===== src/rtl/ltl_monitor_pkg.sv =====
// Shared definitions for the LTL automata monitor: default report/offset
// widths (also used by the automata instantiation wrapper), the capture
// record layout and small sizing helpers.
package ltl_monitor_pkg;

  localparam int N_REPORTS_DEF = 4;
  localparam int OFFSET_W_DEF  = 16;
  localparam int REC_W_DEF     = N_REPORTS_DEF + OFFSET_W_DEF;

  // One captured report: the report vector plus the index of the symbol that caused it.
  typedef struct packed {
    logic [N_REPORTS_DEF-1:0] report;
    logic [OFFSET_W_DEF-1:0]  offset;
  } report_rec_t;

  // Pointer width for a power-of-two FIFO: index bits plus one wrap bit.
  function automatic int ptr_width(input int depth);
    return $clog2(depth) + 1;
  endfunction

endpackage


===== src/rtl/ltl_report_fifo.sv =====
// First-word-fall-through FIFO for report records. The head entry is kept in
// a dedicated register, so valid and head data come straight from flops and
// a push into an empty FIFO becomes visible on the following cycle.
module ltl_report_fifo
  import ltl_monitor_pkg::*;
#(
  parameter int WIDTH = REC_W_DEF,
  parameter int DEPTH = 8
) (
  input  logic             clk,
  input  logic             reset,
  input  logic             push,
  input  logic [WIDTH-1:0] push_data,
  output logic             full,
  input  logic             pop,
  output logic             empty,
  output logic [WIDTH-1:0] head_data
);

  localparam int AW = $clog2(DEPTH);
  localparam int PW = ptr_width(DEPTH);

  logic [PW-1:0]    wr_ptr_q, wr_ptr_d;
  logic [PW-1:0]    rd_ptr_q, rd_ptr_d;
  logic [WIDTH-1:0] mem_q [DEPTH];
  logic [WIDTH-1:0] mem_d [DEPTH];
  logic [WIDTH-1:0] head_q, head_d;
  logic             valid_q, valid_d;
  logic             push_s, pop_s;

  // Full when the index bits match but the wrap bits differ.
  assign full      = (wr_ptr_q[AW] != rd_ptr_q[AW]) && (wr_ptr_q[AW-1:0] == rd_ptr_q[AW-1:0]);
  assign empty     = !valid_q;
  assign head_data = head_q;

  // Next pointers, storage and head register; the head is read from the post-write storage view.
  always_comb begin
    pop_s  = pop && valid_q;
    push_s = push && (!full || pop_s);
    mem_d  = mem_q;
    if (push_s) begin
      mem_d[wr_ptr_q[AW-1:0]] = push_data;
      wr_ptr_d = wr_ptr_q + PW'(1);
    end else begin
      wr_ptr_d = wr_ptr_q;
    end
    if (pop_s) begin
      rd_ptr_d = rd_ptr_q + PW'(1);
    end else begin
      rd_ptr_d = rd_ptr_q;
    end
    valid_d = (wr_ptr_d != rd_ptr_d);
    if (valid_d) begin
      head_d = mem_d[rd_ptr_d[AW-1:0]];
    end else begin
      head_d = head_q;
    end
  end

  // Control and head registers with synchronous reset.
  always_ff @(posedge clk) begin
    if (reset) begin
      wr_ptr_q <= '0;
      rd_ptr_q <= '0;
      valid_q  <= 1'b0;
      head_q   <= '0;
    end else begin
      wr_ptr_q <= wr_ptr_d;
      rd_ptr_q <= rd_ptr_d;
      valid_q  <= valid_d;
      head_q   <= head_d;
    end
  end

  // Record storage; contents are meaningless until written, so no reset.
  always_ff @(posedge clk) begin
    mem_q <= mem_d;
  end

endmodule


===== src/rtl/ltl_report_collector.sv =====
// Capture stage for an LTL automata monitor: tags every non-zero report
// vector with the index of the symbol that produced it and queues it in a
// FWFT FIFO; records lost on a full FIFO raise overflow and are counted.
// Optional build macro MONITOR_REPORT_DEDUP_EN suppresses a qualified report
// that repeats the vector of the immediately preceding qualified cycle.
module ltl_report_collector
  import ltl_monitor_pkg::*;
#(
  parameter int N_REPORTS = N_REPORTS_DEF,
  parameter int OFFSET_W  = OFFSET_W_DEF,
  parameter int DEPTH     = 8,
  parameter int DROP_W    = 8
) (
  input  logic                 clk,
  input  logic                 reset,
  input  logic                 run,
  input  logic [N_REPORTS-1:0] report_in,
  input  logic                 out_ready,
  output logic                 out_valid,
  output logic [N_REPORTS-1:0] out_report,
  output logic [OFFSET_W-1:0]  out_offset,
  output logic                 overflow,
  output logic [DROP_W-1:0]    drop_count
);

  localparam int REC_W = N_REPORTS + OFFSET_W;

  typedef struct packed {
    logic [N_REPORTS-1:0] report;
    logic [OFFSET_W-1:0]  offset;
  } rec_t;

  logic [OFFSET_W-1:0] sym_count_q, sym_count_d;
  logic                run_q, run_d;
  logic                overflow_q, overflow_d;
  logic [DROP_W-1:0]   drop_count_q, drop_count_d;
  logic                qual_s, suppress_s, push_req_s, push_s, pop_s, drop_s;
  logic                fifo_full_s, fifo_empty_s;
  rec_t                rec_s, head_s;
  logic [REC_W-1:0]    head_bits_s;

`ifdef MONITOR_REPORT_DEDUP_EN
  logic [N_REPORTS-1:0] hist_q, hist_d;

  // Remember the last qualified vector; any unqualified cycle breaks the run.
  always_comb begin
    if (qual_s) begin
      hist_d = report_in;
    end else begin
      hist_d = '0;
    end
    suppress_s = qual_s && (report_in == hist_q);
  end

  // History register.
  always_ff @(posedge clk) begin
    if (reset) begin
      hist_q <= '0;
    end else begin
      hist_q <= hist_d;
    end
  end
`else
  assign suppress_s = 1'b0;
`endif

  // Qualification, record build and push/drop decision. Reports lag their symbol by one cycle.
  always_comb begin
    qual_s        = run_q && (report_in != '0);
    rec_s.report  = report_in;
    rec_s.offset  = sym_count_q - OFFSET_W'(1);
    push_req_s    = qual_s && !suppress_s && !reset;
    pop_s         = !fifo_empty_s && out_ready;
    push_s        = push_req_s && (!fifo_full_s || pop_s);
    drop_s        = push_req_s && !push_s;
  end

  // Symbol counter, run delay and drop accounting next state.
  always_comb begin
    run_d      = run;
    overflow_d = overflow_q || drop_s;
    if (run) begin
      sym_count_d = sym_count_q + OFFSET_W'(1);
    end else begin
      sym_count_d = sym_count_q;
    end
    if (drop_s && (drop_count_q != {DROP_W{1'b1}})) begin
      drop_count_d = drop_count_q + DROP_W'(1);
    end else begin
      drop_count_d = drop_count_q;
    end
  end

  // Collector state registers.
  always_ff @(posedge clk) begin
    if (reset) begin
      sym_count_q  <= '0;
      run_q        <= 1'b0;
      overflow_q   <= 1'b0;
      drop_count_q <= '0;
    end else begin
      sym_count_q  <= sym_count_d;
      run_q        <= run_d;
      overflow_q   <= overflow_d;
      drop_count_q <= drop_count_d;
    end
  end

  ltl_report_fifo #(
    .WIDTH (REC_W),
    .DEPTH (DEPTH)
  ) u_fifo (
    .clk       (clk),
    .reset     (reset),
    .push      (push_s),
    .push_data (rec_s),
    .full      (fifo_full_s),
    .pop       (pop_s),
    .empty     (fifo_empty_s),
    .head_data (head_bits_s)
  );

  assign head_s     = head_bits_s;
  assign out_valid  = !fifo_empty_s;
  assign out_report = head_s.report;
  assign out_offset = head_s.offset;
  assign overflow   = overflow_q;
  assign drop_count = drop_count_q;

endmodule

===== config.mk =====
export PLATFORM = sky130hd
export DESIGN_NAME = ltl_report_collector
export DESIGN_NICKNAME = d
export VERILOG_FILES = /design/src/rtl/ltl_monitor_pkg.sv /design/src/rtl/ltl_report_fifo.sv /design/src/rtl/ltl_report_collector.sv
export SDC_FILE = /design/constraint.sdc
export NUM_CORES = 1
export LEC_CHECK = 0
export ABC_AREA = 0
export CORE_ASPECT_RATIO = 0.7
export CORE_MARGIN = 2
export CORE_UTILIZATION = 40
export CTS_BUF_LIST = sky130_fd_sc_hd__clkbuf_8
export CTS_CLUSTER_DIAMETER = 150
export DETAILED_ROUTE_END_ITERATION = 10
export GPL_ROUTABILITY_DRIVEN = 0
export HOLD_SLACK_MARGIN = 0.03
export PLACE_DENSITY = 0.55
export SLEW_MARGIN = 25
export SYNTH_ARGS = -nofsm -noshare
export SYNTH_HDL_FRONTEND = slang
export SYNTH_SLANG_ARGS = --single-unit

===== constraint.sdc =====
create_clock -name clk -period 4.4 [get_ports clk]
set_input_delay 0.88 -clock clk [delete_from_list [all_inputs] [get_ports clk]]
set_output_delay 0.88 -clock clk [all_outputs]
set_load 0.05 [all_outputs]

==> results.sh, run 1 <==
export IMPL_status="finished, final reports clean"
export IMPL_p_per_area_mw_per_mm2=444
export IMPL_ant_nets=0
export IMPL_postCtsHoldBufs=0
export IMPL_crit_chain="clkdlybuf4s50_1 -> or4_1 -> nand3_2 -> a21oi_4 -> or4_1 -> a21oi_2 -> buf_4 -> nand2_1 -> o32ai_1"
export IMPL_synth_cell_types=78
export IMPL_pre_cts_slack_ns=0.343
export IMPL_path_delay_family="simple AND/OR/NAND/NOR gates"
export IMPL_min_period_ns=3.59
export IMPL_grt_use_total=0.240
export IMPL_end_kind="flip-flop"
export IMPL_fin_skew_ns=0.0203
export IMPL_synthArstFlopShare=0
export IMPL_grt_max_degree=38
export IMPL_die_width_um=189
export IMPL_r2r_end="u_fifo.head_data[1]$_SDFFE_PP0P_"
export IMPL_area_growth_syn_to_layout_pct=17.0
export IMPL_layout_common_cells="dfxtp_1, nand2_1, o21ai_0, nor2_1, buf_4"
export IMPL_numCtsBuffers=35
export IMPL_final_nets=1160
export IMPL_worst_path_max_delay_cell="or4_1"
export IMPL_hold_class="flip-flop to flip-flop"
export IMPL_synth_avg_cell_area_um2=8.69
export IMPL_pin_count=38
export IMPL_setup_viol=0
export IMPL_ys_warn_count=0
export IMPL_first_global_vias=7792
export IMPL_drive_gt1_frac=0.137
export IMPL_netlist_area_mm2=0.00957
export IMPL_tritoncts="done"
export IMPL_seq_area_frac_synth=0.450
export IMPL_synth_edff_count=0
export IMPL_finalSetupTns_ns=0
export IMPL_grt_first_pass_wirelength_um=46500
export IMPL_die_area_mm2=0.0252
export IMPL_drcViolationCount=0
export IMPL_relSlewSlack=0.319
export IMPL_r2r_start="u_fifo.valid_q$_SDFF_PP0_"
export IMPL_rr_worst_depth=8
export IMPL_synth_seq_cells=215
export IMPL_path_max_fanout=11
export IMPL_clockBufferDepth=3
export IMPL_power_leakage_uw=0.00428
export IMPL_whs_path_depth=2
export IMPL_whs_endpoint="u_fifo.mem_q[53]$_DFF_P_"
export IMPL_clock_root_buffer="clkbuf_8"
export IMPL_clkLatencyLatePin_ns=0.53
export IMPL_irDropWorstVdd_uv=335
export IMPL_min_period_over_period=0.815
export IMPL_critical_path_required_ns=4.83
export IMPL_layout_commonest_cell="dfxtp_1"
export IMPL_cts_resized=0
export IMPL_clock_sinks=215
export IMPL_cp_num_buf_inv=2
export IMPL_rsz0062_at_grt="false"
export IMPL_die_height_um=133
export IMPL_synthFlopType="dfxtp_1"
export IMPL_post_cts_buffers=0
export IMPL_critPathMaxStageDelay_ns=0.65
export IMPL_netlist_instances=1102
export IMPL_vias=8474
export IMPL_hold_viol=0
export IMPL_fmax_mhz=279
export IMPL_grt_ovfl_total=0
export IMPL_drt_iter0_drc=832
export IMPL_vias_per_cell=5.69
export IMPL_core_area_mm2=0.0236
export IMPL_path_clk_slew_ns=0.06
export IMPL_worstHoldStart="u_fifo.mem_q[53]$_DFF_P_"
export IMPL_firstDrtPassIters=6
export IMPL_slew_viol_final=0
export IMPL_cpMostUsedCell="or4_1"
export IMPL_wirelength_um=30200
export IMPL_synthesis_nets=1115
export IMPL_startpoint_type="input port"
export IMPL_worst_endpoint_arrival_ns=4.02
export IMPL_fin_ws_ns=0.812
export IMPL_wl_per_cell_um=20.3
export IMPL_start_util=0.406
export IMPL_critical_path_class="input port to flip-flop"
export IMPL_worstMarginPinSlew_ns=1.01
export IMPL_r2r_slack_ns=1.23
export IMPL_n_antenna_cell=0
export IMPL_dp_hpwl_um=20500
export IMPL_num_rows=47
export IMPL_port_buffers=37
export IMPL_antenna_found_initial=0
export IMPL_htreeDepth=2
export IMPL_drv_cap=0
[worst max path at each step]
| stage | start | endpoint | slack, ns | cells after the start |
|---|---|---|---|---|
| global placement | report_in[2] | u_fifo.head_data[3]$_SDFFE_PP0P_ | 0.41 | 9 |
| CTS | report_in[2] | u_fifo.head_data[6]$_SDFFE_PP0P_ | 0.87 | 9 |
| floorplan | report_in[0] | u_fifo.head_data[13]$_SDFFE_PP0P_ | 1.42 | 8 |
| global route | report_in[2] | u_fifo.head_data[12]$_SDFFE_PP0P_ | 0.74 | 8 |
| detailed placement | report_in[2] | u_fifo.head_data[15]$_SDFFE_PP0P_ | 0.34 | 9 |
| finish | report_in[2] | u_fifo.head_data[6]$_SDFFE_PP0P_ | 0.81 | 9 |
[area by class of cell]
class / instances / area, µm²
inverters: 32 / 120
clock buffers: 43 / 592
flip-flops and latches: 215 / 4300
fillers: 2321 / 12400
repair buffers: 93 / 798
well taps: 318 / 398
clock inverters: 17 / 151
multi-input cells: 770 / 4830
[layer usage]
layer / global-route usage / wire length (µm) / vias to the layer above / part of all wire
li1: - / - / 4074 / -
met1: 0.367 / 15300 / 4061 / 0.51
met2: 0.341 / 12200 / 275 / 0.40
met3: 0.0421 / 1980 / 64 / 0.066
met4: 0.0699 / 751 / 0 / 0.025
met5: 0 / 0 / - / 0
[tightest hold or removal path, cell delays in order, from the launching register on]
cell and delay (ns):
dfxtp_1 0.32, nand2_1 0.04, o21ai_0 0.06
[through the flow]
stage               power, µW  cell area [µm²]  hold WS, ns  cells   util
floorplan                2800             9570        0.418   1102      -
global placement         3120            10400        0.431   1428  0.443
detailed placement       3130            10500        0.439   1428  0.443
CTS                      5000            11200        0.452   1488  0.475
global route             5180            11200        0.473   1488  0.475
finish                   4970            11200        0.449   1488  0.475
[power breakdown]
part	leakage, µW	switching, µW	internal (µW)	total, µW
Combinational	0.00211	568	323	891
Sequential	0.00175	107	2100	2210
Clock	0.000415	813	1060	1870
Total	0.00428	1490	3480	4970
[state kept, by name (all words and copies together) (netlist names)]
name	count
u_fifo.mem_q	160
u_fifo.wr_ptr_q	4
drop_count	8
run_q	1
u_fifo.head_data	20
u_fifo.rd_ptr_q	4
u_fifo.valid_q	1
overflow	1
sym_count_q	16
[synth_stat cells, drive strengths merged (10+ instances only)]
cell type / number / area (µm²)
o21ai: 128 / 641
buf: 27 / 134
nand2: 168 / 638
clkbuf: 58 / 219
mux2i: 13 / 130
nand3: 25 / 130
xor2: 28 / 253
nand4: 18 / 113
a2111oi: 10 / 87.6
nor2: 68 / 265
a221oi: 35 / 307
inv: 32 / 120
xnor2: 21 / 199
dfxtp: 215 / 4300
a22oi: 19 / 143
nor3: 20 / 105
mux2: 29 / 327
a21oi: 42 / 229
[logic make-up (layout without fill, tap and decap cells)]
kind of cell             count (synthesis)  count (layout)  synth area share
multiplexers                            42              42            0.0477
buffers and inverters                  117             185            0.0494
AND/OR/NAND/NOR                        349             349             0.169
flip-flops                             215             215             0.450
AO/OA/AOI/OAI                          324             324             0.228
adder cells (fa/ha/maj)                  5               5           0.00654
XOR/XNOR                                50              50            0.0497
No activity file was read; power rests on OpenSTA's default activity.
==> run 2: changes to the inputs <==
--- a/config.mk
+++ b/config.mk
@@ -14,7 +14,7 @@
 export DETAILED_ROUTE_END_ITERATION = 10
 export GPL_ROUTABILITY_DRIVEN = 0
 export HOLD_SLACK_MARGIN = 0.03
-export PLACE_DENSITY = 0.55
+export PLACE_DENSITY = 0.57
 export SLEW_MARGIN = 25
 export SYNTH_ARGS = -nofsm -noshare
 export SYNTH_HDL_FRONTEND = slang
==> constraint.sdc (replaced) <==
create_clock -name clk -period 3.2 [get_ports clk]
set_input_delay 0.64 -clock clk [delete_from_list [all_inputs] [get_ports clk]]
set_output_delay 0.64 -clock clk [all_outputs]
set_load 0.05 [all_outputs]
==> results.sh, run 2 (same netlist as run 1, synthesis figures left out) <==
export IMPL_wirelength_um=31200
export IMPL_drive_gt1_frac=0.178
export IMPL_end_kind="flip-flop"
export IMPL_relSlewSlack=0.401
export IMPL_worstHoldStart="reset"
export IMPL_min_period_ns=2.87
export IMPL_cp_num_buf_inv=2
export IMPL_irDropWorstVdd_uv=327
export IMPL_postCtsHoldBufs=0
export IMPL_pre_cts_slack_ns=-0.163
export IMPL_largest_reg_flops=160
export IMPL_r2r_end="u_fifo.head_data[14]$_SDFFE_PP0P_"
export IMPL_min_period_over_period=0.898
export IMPL_post_cts_buffers=0
export IMPL_first_global_vias=8168
export IMPL_drcViolationCount=0
export IMPL_startpoint_type="input port"
export IMPL_hold_viol=0
export IMPL_worstMarginPinSlew_ns=0.892
export IMPL_rsz0062_at_grt="false"
export IMPL_htreeDepth=2
export IMPL_grt_max_degree=41
export IMPL_path_clk_slew_ns=0.07
export IMPL_path_max_fanout=10
export IMPL_clkLatencyLatePin_ns=0.54
export IMPL_crit_cells=9
export IMPL_clock_root_buffer="clkbuf_8"
export IMPL_final_nets=1225
export IMPL_worst_path_max_delay_cell="or4_1"
export IMPL_grt_use_total=0.251
export IMPL_core_area_mm2=0.0236
export IMPL_p_clk_frac=0.362
export IMPL_power_frac_seq=0.446
export IMPL_n_antenna_cell=0
export IMPL_p_sw_uw=2070
export IMPL_wl_per_cell_um=20.1
export IMPL_crit_chain="clkdlybuf4s50_1 -> or4_1 -> and3_1 -> o21ai_1 -> buf_4 -> a21boi_0 -> a22o_1 -> a2111oi_0 -> a32o_1"
export IMPL_rr_worst_depth=8
export IMPL_r2r_start="u_fifo.wr_ptr_q[2]$_SDFF_PP0_"
export IMPL_die_width_um=189
export IMPL_whs_path_depth=2
export IMPL_hold_class="input port to flip-flop"
export IMPL_antenna_found_initial=0
export IMPL_dpl_cell_area_mm2=0.0110
export IMPL_fin_ws_ns=0.328
export IMPL_slew_viol_final=0
export IMPL_drv_cap=0
export IMPL_clockBufferDepth=3
export IMPL_drt_iter0_drc=716
export IMPL_intPower_uw=4760
export IMPL_status="finished, final reports clean"
export IMPL_power_frac_comb=0.192
export IMPL_layout_commonest_cell="dfxtp_1"
export IMPL_finalSetupTns_ns=0
export IMPL_fmax_mhz=348
export IMPL_start_util=0.406
export IMPL_critPathMaxStageDelay_ns=0.66
export IMPL_critical_path_required_ns=3.67
export IMPL_fin_skew_ns=0.0305
export IMPL_die_area_mm2=0.0252
export IMPL_whs_endpoint="u_fifo.rd_ptr_q[1]$_SDFF_PP0_"
export IMPL_clock_sinks=215
export IMPL_port_buffers=37
export IMPL_path_delay_family="compound AO/OA/AOI/OAI gates"
export IMPL_pin_count=38
export IMPL_grt_first_pass_wirelength_um=48500
export IMPL_numCtsBuffers=36
export IMPL_area_growth_syn_to_layout_pct=22.8
export IMPL_r2r_slack_ns=0.47
export IMPL_tritoncts="done"
export IMPL_ant_nets=0
export IMPL_vias=8701
export IMPL_worst_endpoint_arrival_ns=3.34
export IMPL_num_rows=47
export IMPL_swShare=0.303
export IMPL_layout_common_cells="dfxtp_1, nand2_1, o21ai_0, buf_4, nor2_1"
export IMPL_setup_viol=0
export IMPL_power_leakage_uw=0.00463
export IMPL_p_per_area_mw_per_mm2=580
export IMPL_die_height_um=133
export IMPL_final_area_mm2=0.0118
export IMPL_firstDrtPassIters=7
export IMPL_dp_hpwl_um=21800
export IMPL_regMostFlops="u_fifo.mem_q"
export IMPL_cts_resized=0
export IMPL_vias_per_cell=5.59
export IMPL_critical_path_class="input port to flip-flop"
export IMPL_grt_ovfl_total=0
## run 2: changes by cell type in the layout (fill, tap and decap cells not counted), sizes merged
cell,previous run,this run
bufinv,3,1
clkinv,4,2
clkinvlp,1,2
clkbuf,43,45
buf,57,121
inv,41,46
## run 2: power groups by stage
stage / clock [µW] / sequential (µW) / combinational, µW
after floorplan: 0 / 3200 / 652
after global placement: 0 / 3090 / 1280
after detailed placement: 0 / 3090 / 1290
after CTS: 2520 / 3040 / 1290
after global routing: 2670 / 3060 / 1420
final: 2470 / 3040 / 1310
## run 2: how the worst max path moves through the flow
| stage | start | end |
|---|---|---|
| final | report_in[0] | u_fifo.head_data[11]$_SDFFE_PP0P_ |
| after floorplan | report_in[0] | u_fifo.head_data[13]$_SDFFE_PP0P_ |
| after detailed placement | report_in[0] | u_fifo.head_data[11]$_SDFFE_PP0P_ |
| after CTS | report_in[0] | u_fifo.head_data[11]$_SDFFE_PP0P_ |
| after global routing | sym_count_q[0]$_SDFFE_PP0P_ | u_fifo.head_data[8]$_SDFFE_PP0P_ |
| after global placement | report_in[0] | u_fifo.head_data[12]$_SDFFE_PP0P_ |
## run 2: per-layer routing
layer  GRT usage  routed length, µm
met5           0                  0
met4      0.0734                744
met3      0.0514               2470
met2       0.357              12600
met1       0.378              15400
## run 2: area by class of cell
class	instances	area, µm²
sequential	215	4300
timing repair buffer	157	1390
tap	318	398
multi-input combinational	770	4810
clock inverter	19	108
fill	2292	11800
clock buffer	45	619
inverter	32	120
## run 2: metrics by stage
step	util	hold slack [ns]	power [µW]	instances
floorplan	-	0.418	3850	1102
detailed placement	0.468	0.441	4380	1492
global placement	0.468	0.429	4380	1492
finish	0.498	0.440	6820	1556
global route	0.498	0.421	7140	1556
CTS	0.498	0.410	6850	1556
